===== src/rtl/program_counter16_pkg.sv =====
// Shared constants for the cascaded 74LS161-style program counter.
package program_counter16_pkg;

    // One counter slice per nibble of the count.
    localparam int NIBBLE = 4;

    // Terminal count of a single slice; its ripple carry fires at this value.
    localparam logic [NIBBLE-1:0] NIBBLE_ALL_ONES = 4'hF;

    // Default counter width and the value the count returns to on reset.
    localparam int                  DEFAULT_WIDTH       = 16;
    localparam logic [DEFAULT_WIDTH-1:0] DEFAULT_RESET_VALUE = '0;

endpackage


===== src/rtl/program_counter16_if.sv =====
// Control and data bus of the program counter.
// There is no valid/ready handshake here: load and count_en are plain level
// enables sampled on every falling edge of clock, and out/carry_out are
// always-valid state and combinational carry driven back by the counter.
interface program_counter16_if
    import program_counter16_pkg::*;
#(
    parameter int WIDTH = DEFAULT_WIDTH
);
    logic             load;
    logic             count_en;
    logic [WIDTH-1:0] in;
    logic [WIDTH-1:0] out;
    logic             carry_out;

    // Sequencer side: issues jumps and increments, observes the count.
    modport master (
        output load,
        output count_en,
        output in,
        input  out,
        input  carry_out
    );

    // Counter side.
    modport slave (
        input  load,
        input  count_en,
        input  in,
        output out,
        output carry_out
    );
endinterface


===== src/rtl/program_counter16_counter4_161.sv =====
// One 4-bit synchronous counter slice with 74LS161 semantics:
// synchronous clear, parallel load, counting only when both ENP and ENT are
// high, and ripple carry out = terminal count gated by ENT.
module counter4_161
    import program_counter16_pkg::*;
#(
    parameter logic [NIBBLE-1:0] RESET_NIBBLE = '0
) (
    input  logic              clock,
    input  logic              rst_n,
    input  logic              load,
    input  logic              enp,
    input  logic              ent,
    input  logic [NIBBLE-1:0] in,
    output logic [NIBBLE-1:0] out,
    output logic              rco
);

    // Falling-edge state update: clear beats load, load beats count.
    always_ff @(negedge clock) begin
        if (!rst_n) begin
            out <= RESET_NIBBLE;
        end else if (load) begin
            out <= in;
        end else if (enp && ent) begin
            out <= out + 4'd1;
        end
    end

    // Carry is not gated by load, matching the original part.
    assign rco = (out == NIBBLE_ALL_ONES) & ent;

endmodule


===== src/rtl/program_counter16.sv =====
// Program counter built from WIDTH/4 chained counter4_161 slices.
// Each slice's ENT is the previous slice's RCO, so a nibble only advances
// when every lower nibble is at 0xF and count_en is high.
module program_counter16
    import program_counter16_pkg::*;
#(
    parameter int               WIDTH       = DEFAULT_WIDTH,
    parameter logic [WIDTH-1:0] RESET_VALUE = DEFAULT_RESET_VALUE
) (
    input  logic                 clock,
    input  logic                 rst_n,
    program_counter16_if.slave   bus
);

    localparam int SLICES = WIDTH / NIBBLE;

    logic [WIDTH-1:0] count;
    logic [SLICES:0]  carry_chain;

    // Slice 0 is enabled directly by count_en.
    assign carry_chain[0] = bus.count_en;

    for (genvar k = 0; k < SLICES; k++) begin : g_slice
        counter4_161 #(
            .RESET_NIBBLE (RESET_VALUE[k*NIBBLE +: NIBBLE])
        ) u_slice (
            .clock (clock),
            .rst_n (rst_n),
            .load  (bus.load),
            .enp   (bus.count_en),
            .ent   (carry_chain[k]),
            .in    (bus.in[k*NIBBLE +: NIBBLE]),
            .out   (count[k*NIBBLE +: NIBBLE]),
            .rco   (carry_chain[k+1])
        );
    end

    assign bus.out       = count;
    assign bus.carry_out = carry_chain[SLICES];

endmodule


===== src/flat_wrapper.sv =====
// flat-port wrapper written by rule: the top's interface ports become plain ports
module program_counter16_flat import program_counter16_pkg::*;
#(
    parameter int               WIDTH       = DEFAULT_WIDTH,
    parameter logic [WIDTH-1:0] RESET_VALUE = DEFAULT_RESET_VALUE
)
  (clock, rst_n, bus_load, bus_count_en, bus_in, bus_out, bus_carry_out);
  program_counter16_if #(.WIDTH(WIDTH)) bus_i ();
  input  logic clock;
  input  logic rst_n;
  input wire logic [$bits(bus_i.load)-1:0] bus_load;
  input wire logic [$bits(bus_i.count_en)-1:0] bus_count_en;
  input wire logic [$bits(bus_i.in)-1:0] bus_in;
  output wire logic [$bits(bus_i.out)-1:0] bus_out;
  output wire logic [$bits(bus_i.carry_out)-1:0] bus_carry_out;
  assign bus_i.load = bus_load;
  assign bus_i.count_en = bus_count_en;
  assign bus_i.in = bus_in;
  assign bus_out = bus_i.out;
  assign bus_carry_out = bus_i.carry_out;
  program_counter16 #(.WIDTH(WIDTH), .RESET_VALUE(RESET_VALUE)) u_core (.clock(clock), .rst_n(rst_n), .bus(bus_i));
endmodule

===== config.mk =====
export PLATFORM = sky130hd
export DESIGN_NAME = program_counter16_flat
export DESIGN_NICKNAME = d
export VERILOG_FILES = /design/src/rtl/program_counter16_pkg.sv /design/src/rtl/program_counter16_if.sv /design/src/rtl/program_counter16_counter4_161.sv /design/src/rtl/program_counter16.sv /design/src/flat_wrapper.sv
export SDC_FILE = /design/constraint.sdc
export NUM_CORES = 1
export LEC_CHECK = 0
export ABC_CLOCK_PERIOD_IN_PS = 1800
export BUFFER_PORTS_ARGS = -buffer_cell sky130_fd_sc_hd__buf_2
export CORE_MARGIN = 10
export CORE_UTILIZATION = 40
export CTS_CLUSTER_SIZE = 12
export DETAILED_ROUTE_END_ITERATION = 10
export PLACE_DENSITY = 0.69
export SLEW_MARGIN = 20
export SYNTH_ARGS = -nofsm -noshare
export SYNTH_HDL_FRONTEND = slang
export SYNTH_SLANG_ARGS = --single-unit
export TNS_END_PERCENT = 100

===== constraint.sdc =====
create_clock -name clock -period 1.8 [get_ports clock]
set_input_delay 0 -clock clock [delete_from_list [all_inputs] [get_ports clock]]
set_output_delay 0 -clock clock [all_outputs]
set_load 0.02 [all_outputs]

# After elaboration in Yosys (flattened, before gate mapping)
# Cells that the tools add are included.
dict set report word_totals {
  regBits 16
  inputBits 20
  output_inout_bits 17
  word_cells 31
}
dict set report op_classes {
  n_addsub 4
  eq_ne 4
  n_mux 8
  bitwise 4
  reduce_logical 7
}
# cell n
set ops {}
lappend ops {{two-way mux 4 bit} 8}
lappend ops {{adder 4 x 1 -> 4 bit (second input constant)} 4}
lappend ops {{== test 4 bit (second input constant)} 4}
lappend ops {{nonzero test 2 bit} 4}
lappend ops {{bitwise AND 1 bit} 4}
lappend ops {{logical AND 1 bit} 3}

# Logic depth before layout (Yosys ltp)
dict set report logic_depth {
  ltp_word 7
  mapped_depth 5
  ltp_nobuf 5
}

# By module
# A second synthesis with hierarchy kept.
dict set report unflattened {
  cells_unflattened 96
  area_unflattened_um2 880.8
}
# module instances cells_per_inst area_per_inst_um2
set by_module_without_submodules {}
lappend by_module_without_submodules {counter4_161 4 24 220.2}

==> impl_metrics.csv <==
group,metric,value,unit
setup_path,cp.required,1.80,ns
yosys,synthesis.nets,118,
hold_path,hold_depth,5,
placement,dp_hpwl,1930,µm
job,drv_cap,0,
yosys,synth.most_common_cell,"dfxtp_1",
yosys,synth_top_family_by_area,"compound AO/OA/AOI/OAI gates",
setup_path,cp_slowest_cell,"dfxtp_4",
floorplanning,initial_utilization,43.1,%
setup_path,cpPeakStageDelay,0.36,ns
cells_and_area,diodes,0,
yosys,synth_area,871,µm²
yosys,ys_ff_latch,16,
setup_path,r2r-end,"u_core.g_slice[3].u_slice.out[3]",
placement,place.gp.congestion,0.761,
timing,hold_slack,0.524,ns
setup_path,rr_worst_depth,7,
yosys,yosysTopAreaCellShare,36.8,%
grt,grt_pass1_wl,4970,µm
route,firstDrtPassIters,4,
clock_network,clk_pin_slew,0.05,ns
yosys,ys.flop_type,"dfxtp_1",
cells_and_area,final_nets,195,
placement,placed_cell_area,0.00123,mm²
cells_and_area,reg.largest.list,"u_core.g_slice.u_slice.out: 16 flops",
route,wl,3130,µm
setup_path,crit_type,"flip-flop to primary output",
placement,placedCellCount,171,
floorplanning,die_area,0.00444,mm²
timing,setup_viol,13,
clock_network,cts.htree.levels,1,
power,p_leak,0.791,nW
yosys,synthSimpleGateAreaFrac,18.4,%
setup_path,cp.arrival,2.38,ns
cells_and_area,drive_above_1_share,53.5,%
grt,grt_use_total,14.2,%
power,p_seq_share,39.9,%
timing,fin_skew,0.0217,ns
setup_path,reg2reg_from,"u_core.g_slice[1].u_slice.out[0]",
yosys,synth_xor_area_share,11.1,%
timing,setup_tns,-1.05,ns
setup_path,end_kind,"primary output",
cells_and_area,largest_reg_flops,16,
timing,rsz0062_at_grt,"yes",
cells_and_area,fin_area,0.00159,mm²
route,ant_nets,0,
cells_and_area,stdcell_count,197,
setup_path,cp-start-kind,"flip-flop",
hold_path,min_from,"bus_count_en",
clock_network,cts_max_path_buffers,2,
run_status,status,"finished with violations",
floorplanning,ios,37,
hold_path,worstHoldEndpoint,"bus_carry_out",
route,wire_per_inst,15.9,µm
timing,slew_violations,0,
clock_network,holdBufCountCts,0,
yosys,synth-adder-area-share,5.75,%
floorplanning,core-area,0.00202,mm²
placement,io_buffer_count,36,
placement,pre_cts_ws,-0.298,ns
grt,grt_overflow,0,
setup_path,crit_path_max_fanout,2,
yosys,synthArstFlopShare,0,%
yosys,synth_cells,94,
power,switching_share,36.3,%
setup_path,path_cells,"ha_4, nand3_4, nor3_4, and4_4, buf_6",
cells_and_area,area_growth,82.9,%
clock_network,clk_latency,0.37,ns
clock_network,cts_buffers,3,
run_status,violations,"setup timing",
power,powerDensity,655,mW/mm²
power,p_total,1.04,mW
route,num_vias,1013,
power,power_frac_clock,33.6,%
yosys,syn_avg_cell_area,9.26,µm²
grt,grt_pass1_vias,1115,
yosys,muxShareOfSynthArea,4.60,%
yosys,synth_compound_area_share,18.7,%
setup_path,r2r_slack,0.30,ns
yosys,yosysSeqAreaShare,36.8,%
yosys,yosys.area.top_type,"dfxtp_1",
yosys,synth.cells.most_frequent,"16 x dfxtp_1, 10 x o21ai_0, 9 x a21oi_1",
route,initialDrtViolationCount,42,
floorplanning,die_h,66.7,µm
power,pwr-share-comb,26.5,%
timing,hold_viol_final,0,
floorplanning,rows,16,
timing,tightestPinTransition,0.291,ns
grt,antenna_found_initial,0,
route,drc_errors,0,
timing,slew-limit-headroom,80.6,%
yosys,ys_types,21,
yosys,synth_area_leaders,"dfxtp_1 37%, xnor2_1 8.0%, o211a_1 6.9%",
timing,setup_slack,-0.580,ns
hold_path,min_path_type,"input port to primary output",
power,peakVddDrop,0.000535,V
clock_network,numClockSinks,16,
cells_and_area,utilization,78.8,%
floorplanning,die_w,66.7,µm
cells_and_area,top_register,"u_core.g_slice.u_slice.out",
grt,grt_max_degree,18,
yosys,yosysWarnings,0,
clock_network,cts-root-buf,"clkbuf_4",
clock_network,cts_tree,"built",
power,internal_power,0.664,mW
yosys,synth-edff-count,0,
power,p_sw,0.379,mW
route,viasPerCell,5.14,
area by class of cell:
class	count	area, µm²
Clock inverter	17	65.1
Fill cell	142	429
Tap cell	27	33.8
Multi-Input combinational cell	69	574
Inverter	3	11.3
Timing Repair Buffer	62	531
Sequential cell	16	355
Clock buffer	3	22.5
how the worst max path moves through the flow:
| stage | startpoint | endpoint |
|---|---|---|
| after global routing | u_core.g_slice[0].u_slice.out[1] | bus_carry_out |
| after detailed placement | u_core.g_slice[2].u_slice.out[1] | bus_carry_out |
| after CTS | u_core.g_slice[2].u_slice.out[0] | bus_carry_out |
| after floorplan | u_core.g_slice[0].u_slice.out[1] | bus_carry_out |
| final | u_core.g_slice[2].u_slice.out[0] | bus_carry_out |
| after global placement | u_core.g_slice[0].u_slice.out[1] | bus_carry_out |
layout by cell type (no fill, tap or decap):
cell type / instances
clkinvlp_2: 1
nand4_4: 1
ha_4: 3
inv_1: 19
o211a_1: 6
and4_1: 1
xnor2_1: 8
a211oi_1: 1
nand3_4: 2
a21oi_1: 9
mux2i_1: 4
and4_4: 1
dfxtp_4: 6
nand4_1: 1
nor3_1: 3
buf_6: 30
buf_4: 13
o21ai_0: 10
buf_2: 19
nor3_4: 1
clkbuf_4: 3
ha_1: 1
xor2_1: 3
dfxtp_2: 10
nand2_1: 7
nor4_4: 1
nand3_1: 3
nor2_1: 3
power by group through the flow:
stage                     sequential [mW]  combinational [mW]  clock (mW)
final                               0.416               0.276       0.351
after global routing                0.418               0.298       0.427
after CTS                           0.417               0.259       0.352
after detailed placement            0.411               0.205      0.0578
after global placement              0.409               0.200      0.0578
after floorplan                     0.449              0.0720      0.0578
routing by layer:
layer | track usage (%) | up-vias | share of wire, %
met4 | 5.24 | 0 | 0.48
met1 | 13.2 | 486 | 39
met2 | 25.6 | 35 | 53
met5 | 0 | - | 0
met3 | 7.53 | 2 | 7.4
li1 | - | 490 | -
cells by family (layout without fill, tap and decap cells):
kind of cell,after synthesis,count (layout)
xor gates and xnor gates,11,11
and+or+nand+nor,24,24
adders and majority gates,4,4
DFF,16,16
muxes,4,4
buffers and inverters,9,85
AOI/OAI and AO/OA,26,26
what timing repair did:
item	4_1_cts	5_1_grt
resized for setup	57	14
setup buffers	5	7
endpoints found under the setup margin	17	17
pin swaps	4	2
critical path: cells and delay by family, from the launching register on:
kind	cells	cell delay, ns
AND/OR/NAND/NOR	3	0.48
flip-flops	1	0.36
adder cells (fa/ha/maj)	1	0.15
buffers and inverters	1	0.11
(Power assumes the default switching activity.)
